File: src/rtl/asic_sample_sequencer.sv
// asic_sample_sequencer
//   Batch controller for the ASIC function interface. It walks an input
//   sample memory, launches one DAC->XADC conversion per sample, waits for
//   the result, writes it to an output sample memory at the same index, and
//   leaves a settle gap before the next launch.
//
// Ports
//   clk, rst             system clock, asynchronous active-high reset
//   run, abort           batch control from the SoC register block
//   num_samples          batch length, latched when run is accepted
//   busy, done, error    batch status (done is a one-cycle pulse, error sticky)
//   sample_cnt           results stored in the current batch
//   in_mem_*             input sample memory read port (1-cycle read latency)
//   asic_start/data_in   launch pulse and held DAC code to the function interface
//   asic_ready/result    interface idle / result-valid flag and its result
//   out_mem_*            output sample memory write port
module asic_sample_sequencer #(
  parameter int ADDR_WIDTH     = 15,
  parameter int DATA_WIDTH     = 16,
  parameter int SETTLE_CYCLES  = 16,
  parameter int TIMEOUT_CYCLES = 4096
) (
  input  logic                  clk,
  input  logic                  rst,
  input  logic                  run,
  input  logic                  abort,
  input  logic [ADDR_WIDTH:0]   num_samples,
  output logic                  busy,
  output logic                  done,
  output logic                  error,
  output logic [ADDR_WIDTH:0]   sample_cnt,
  output logic [ADDR_WIDTH-1:0] in_mem_addr,
  output logic                  in_mem_en,
  input  logic [DATA_WIDTH-1:0] in_mem_dout,
  output logic                  asic_start,
  output logic [DATA_WIDTH-1:0] asic_data_in,
  input  logic                  asic_ready,
  input  logic [DATA_WIDTH-1:0] asic_result,
  output logic [ADDR_WIDTH-1:0] out_mem_addr,
  output logic                  out_mem_we,
  output logic [DATA_WIDTH-1:0] out_mem_din
);

  localparam int CW = ADDR_WIDTH + 1;
  localparam int SW = (SETTLE_CYCLES > 1) ? $clog2(SETTLE_CYCLES) : 1;
  localparam int TW = (TIMEOUT_CYCLES > 1) ? $clog2(TIMEOUT_CYCLES) : 1;

  localparam logic [CW-1:0] MAX_N       = {1'b1, {ADDR_WIDTH{1'b0}}};
  localparam logic [SW-1:0] SETTLE_LAST = SW'(SETTLE_CYCLES - 1);
  localparam logic [TW-1:0] TMO_LAST    = TW'(TIMEOUT_CYCLES - 1);

  typedef enum logic [3:0] {
    S_IDLE,
    S_FETCH,
    S_LOAD,
    S_LAUNCH,
    S_WAIT_BUSY,
    S_WAIT_DONE,
    S_STORE,
    S_SETTLE,
    S_FINISH
  } state_t;

  state_t                state_reg,  state_next;
  // The memory index and the stored-result count always advance together,
  // so a single register serves as both.
  logic [CW-1:0]         cnt_reg,    cnt_next;
  logic [CW-1:0]         n_reg,      n_next;
  logic [SW-1:0]         settle_reg, settle_next;
  logic [TW-1:0]         tmo_reg,    tmo_next;
  logic                  err_reg,    err_next;
  logic                  done_reg,   done_next;
  logic                  busy_reg,   busy_next;
  logic [DATA_WIDTH-1:0] data_reg,   data_next;
  logic [DATA_WIDTH-1:0] din_reg,    din_next;
  logic [CW-1:0]         cnt_inc;

  assign cnt_inc = cnt_reg + CW'(1);

  always_ff @(posedge clk or posedge rst) begin
    if (rst) begin
      state_reg  <= S_IDLE;
      cnt_reg    <= '0;
      n_reg      <= '0;
      settle_reg <= '0;
      tmo_reg    <= '0;
      err_reg    <= 1'b0;
      done_reg   <= 1'b0;
      busy_reg   <= 1'b0;
      data_reg   <= '0;
      din_reg    <= '0;
    end else begin
      state_reg  <= state_next;
      cnt_reg    <= cnt_next;
      n_reg      <= n_next;
      settle_reg <= settle_next;
      tmo_reg    <= tmo_next;
      err_reg    <= err_next;
      done_reg   <= done_next;
      busy_reg   <= busy_next;
      data_reg   <= data_next;
      din_reg    <= din_next;
    end
  end

  always_comb begin
    state_next  = state_reg;
    cnt_next    = cnt_reg;
    n_next      = n_reg;
    settle_next = settle_reg;
    tmo_next    = tmo_reg;
    err_next    = err_reg;
    data_next   = data_reg;
    din_next    = din_reg;
    done_next   = 1'b0;

    case (state_reg)
      S_IDLE: begin
        if (run) begin
          err_next = 1'b0;
          if (num_samples == '0) begin
            done_next = 1'b1;
          end else begin
            n_next     = (num_samples > MAX_N) ? MAX_N : num_samples;
            cnt_next   = '0;
            state_next = S_FETCH;
          end
        end
      end
      S_FETCH: state_next = S_LOAD;
      S_LOAD: begin
        data_next  = in_mem_dout;
        state_next = S_LAUNCH;
      end
      S_LAUNCH: begin
        if (asic_ready) begin
          tmo_next   = '0;
          state_next = S_WAIT_BUSY;
        end
      end
      S_WAIT_BUSY: begin
        // Timeout is checked first here: leaving on the last allowed cycle
        // would still need WAIT_DONE cycles beyond the budget.
        if (tmo_reg == TMO_LAST) begin
          err_next   = 1'b1;
          state_next = S_FINISH;
        end else begin
          tmo_next = tmo_reg + TW'(1);
          if (!asic_ready) state_next = S_WAIT_DONE;
        end
      end
      S_WAIT_DONE: begin
        if (asic_ready) begin
          din_next   = asic_result;
          state_next = S_STORE;
        end else if (tmo_reg == TMO_LAST) begin
          err_next   = 1'b1;
          state_next = S_FINISH;
        end else begin
          tmo_next = tmo_reg + TW'(1);
        end
      end
      S_STORE: begin
        cnt_next = cnt_inc;
        if (cnt_inc == n_reg) begin
          state_next = S_FINISH;
        end else if (SETTLE_CYCLES == 0) begin
          state_next = S_FETCH;
        end else begin
          settle_next = '0;
          state_next  = S_SETTLE;
        end
      end
      S_SETTLE: begin
        if (settle_reg == SETTLE_LAST) state_next = S_FETCH;
        else settle_next = settle_reg + SW'(1);
      end
      S_FINISH: state_next = S_IDLE;
      default:  state_next = S_IDLE;
    endcase

    // Abort overrides every transition, including a coincident timeout.
    // FINISH is already on its way out, so it is not re-entered.
    if (abort && state_reg != S_IDLE && state_reg != S_FINISH) begin
      state_next = S_FINISH;
      err_next   = err_reg;
    end

    if (state_next == S_FINISH) done_next = 1'b1;
    busy_next = (state_next != S_IDLE);
  end

  assign busy         = busy_reg;
  assign done         = done_reg;
  assign error        = err_reg;
  assign sample_cnt   = cnt_reg;
  assign in_mem_addr  = cnt_reg[ADDR_WIDTH-1:0];
  assign out_mem_addr = cnt_reg[ADDR_WIDTH-1:0];
  assign asic_data_in = data_reg;
  assign out_mem_din  = din_reg;

  assign in_mem_en  = (state_reg == S_FETCH);
  assign out_mem_we = (state_reg == S_STORE);
  // An abort in the launch cycle must not send a conversion the FSM
  // will never wait for.
  assign asic_start = (state_reg == S_LAUNCH) && asic_ready && !abort;

endmodule

File: config.mk
export PLATFORM = sky130hd
export DESIGN_NAME = asic_sample_sequencer
export DESIGN_NICKNAME = d
export VERILOG_FILES = /design/src/rtl/asic_sample_sequencer.sv
export SDC_FILE = /design/constraint.sdc
export NUM_CORES = 1
export LEC_CHECK = 0
export ABC_AREA = 1
export BUFFER_PORTS_ARGS = -buffer_cell sky130_fd_sc_hd__buf_2
export CAP_MARGIN = 10
export CORE_MARGIN = 2
export CORE_UTILIZATION = 41
export DETAILED_ROUTE_END_ITERATION = 6
export PLACE_DENSITY = 0.75
export SYNTH_ARGS = -nofsm -noshare
export SYNTH_HDL_FRONTEND = slang
export SYNTH_SLANG_ARGS = --single-unit
File: constraint.sdc
create_clock -name clk -period 2.6 [get_ports clk]
set_input_delay 0.52 -clock clk [delete_from_list [all_inputs] [get_ports clk]]
set_output_delay 0.52 -clock clk [all_outputs]
set_load 0.1 [all_outputs]
==> flow_summary.ini <==
[clock_tree]
cts_tree = built
insertion_delay_ns = 0.37
clkSinkCount = 87
clkTransAtPathRegs_ns = 0.09
hold_buffers = 0
cts_buffer_depth = 2
htree_levels = 3
cts_resized = 0
post_cts_buffers = 0
cts_root_buffer = clkbuf_8
cts_buffers = 9

[detailed_routing]
postRouteAntennaNets = 0
wl_per_cell_um = 13.28
vias_per_cell = 5.112
first_pass_iters = 4
drt_drc_violations_left = 0
wl_um = 11050
drt_iter0_markers = 207
num_vias = 4253

[synthesis]
synth_cell_types = 30
synthCells = 573
synth.avg_cell_area_um2 = 7.992
synth-seq-area-share = 0.4754
synth-warning-count = 0
synth_seq_cells = 87
syn_nets = 629
synth_area_um2 = 4579

[power_and_ir_drop]
switching_share = 0.5397
clockPowerShare = 0.146
p_leak_nw = 2.869
ir_drop_v = 0.0009415
power_density_nw_per_um2 = 1165
p_sw_mw = 3.421
p_int_mw = 2.918
share_comb_of_total_power = 0.529
power_frac_seq = 0.324

[layout]
layout_commonest_cell = nand2_1
nets = 743
area_growth_pct = 18.77
final_core_util = 0.4995
ff_latch_area_um2 = 2180
fillerInstances = 1056
final_cell_mix = nand2_1 (159), buf_2 (136), dfrtp_1 (85)
num_antenna_cells = 0
drive_gt1_frac = 0.2760
multi_input_area_um2 = 1899
design_area_um2 = 5439

[critical_path]
path_common_cell = nand2_1
critical_path.cell_chain = nor2_1, nand2_1, inv_1, nand2_1, nor2_2, buf_2
worstSetupPathType = flop to output port
cpPeakStageDelay_ns = 0.45
r2r_setup_slack_ns = 0.27
r2r-end = busy
critPathCaptureType = output port
crit_path_start_kind = flop
crit_slowest_cell = dfrtp_1
arrival_ns = 1.84
worstReg2RegStart = sample_cnt[0]
r2r_cells = 16
worst_ep_required_time_ns = 2.08
cp_max_fo = 6

[global_route]
grt_max_degree = 88
grt_use_met1 = 0.2347
gr-usage-met3 = 0.05691
antenna_found_initial = 0
overflow = 0
track_usage = 0.1918
grt_most_used_layer = met2
grt_pass1_vias = 3895
grt_use_met2 = 0.3298
grt_first_pass_wirelength_um = 17950

[worst_hold_path]
hold_class = input port to asynchronous set/reset pin

[placed_design]
io_buffer_count = 136
place_congestion = 0.9157
dpl_cell_area_um2 = 5244
hpwl_um = 8506

[timing]
setup_viol = 0
fmax_ghz = 0.4230
final.setup_skew_ns = 0.01773
min_period_over_period = 0.9092
worst_pin_slew_ns = 0.6547
slew_headroom = 0.5625
rsz0062_at_grt = no
finalMaxSlewViolations = 0
fin_crit_ns = 2.364
hold_viol_final = 0

[floorplanning]
die_h_um = 109.7
io_pins = 137
die_area_um2 = 12030
start_util = 0.4206
die_w_um = 109.7
rows = 38
core_um2 = 10890

[outcome]
status = finished, final reports clean

[flow_run]
maxCapViolCount = 0
cells in the mapped netlist, drive strengths merged:
library cell    n  area (µm²)
o22ai           9       56.30
nor3b           1       7.510
a211oi          1       7.510
nand2         162       620.6
or2             1       6.260
nor3           10       50.05
clkbuf          9       33.78
mux2           16       180.2
nand4          13       81.33
nor2           40       185.2
buf            32       237.7
nor4            5       31.28
o21a            2       15.01
inv            63       236.5
xnor2           2       17.52
and2            2       12.51
a21oi          16       83.83
ha              3       37.54
o21bai          1       7.510
o21ai          37       185.2
clkinv          1       3.750
nand3          60       305.3
dfrtp          87        2177
per-stage QoR:
stage / hold slack, ns / total power, mW / TNS [ns] / worst slack [ns] / std cells
finish: 0.2473 / 6.339 / 0 / 0.2361 / 832
global route: 0.3018 / 6.694 / 0 / 0.01220 / 832
CTS: 0.2757 / 6.387 / 0 / 0.2323 / 831
detailed placement: 0.4572 / 5.444 / 0 / 0.2724 / 815
global placement: 0.4446 / 5.367 / 0 / 0.3460 / 815
floorplan: 0.4344 / 4.819 / -0.1871 / -0.1184 / 573
worst max path at each step:
stage | startpoint | to | slack, ns | depth (start not counted)
final | state_reg[3] | asic_start | 0.24 | 6
after global routing | state_reg[3] | tmo_reg[9] | 0.01 | 14
after CTS | state_reg[3] | asic_start | 0.23 | 6
after detailed placement | asic_ready | tmo_reg[9] | 0.27 | 14
after global placement | asic_ready | tmo_reg[9] | 0.35 | 14
after floorplan | state_reg[3] | in_mem_en | -0.12 | 1
logic make-up (layout without fill, tap and decap cells):
logic type               after synthesis  after routing  share of synthesized area
AO/OA/AOI/OAI                         66             66                    0.07760
multiplexers                          16             16                    0.03934
flip-flops                            87             87                     0.4754
buffers and inverters                105            224                     0.1117
adder cells (fa/ha/maj)                3              3                   0.008198
AND/OR/NAND/NOR                      294            294                     0.2839
XOR/XNOR                               2              2                   0.003826
power by group through the flow:
| stage | clock, mW | sequential (mW) | combinational (mW) |
|---|---|---|---|
| 6_report | 0.926 | 2.06 | 3.36 |
| 5_1_grt | 1.01 | 2.12 | 3.57 |
| 4_1_cts | 0.965 | 2.06 | 3.36 |
| 3_5_place_dp | 0 | 2.08 | 3.36 |
| 3_3_place_gp | 0 | 2.06 | 3.31 |
| 2_1_floorplan | 0 | 3.68 | 1.14 |
cell type report:
class / instances / area share
Clock buffer: 11 / 0.02415
Clock inverter: 5 / 0.01035
Inverter: 64 / 0.04486
Multi-Input combinational cell: 381 / 0.3492
Sequential cell: 87 / 0.4007
Tap cell: 140 / 0.03221
Timing Repair Buffer: 144 / 0.1385
routing by layer:
layer  up-vias  routed length (µm)
li1       2073                   -
met1      2016                4632
met2       143                5503
met3        21                 726
met4         0                 190
met5         -                   0
worst max-delay path, delay by kind of cell (launching register included):
| kind | cells | cell delay [ns] |
|---|---|---|
| buffers and inverters | 2 | 0.49 |
| flip-flops | 1 | 0.45 |
| AND/OR/NAND/NOR | 4 | 0.54 |
(Power assumes the default switching activity.)
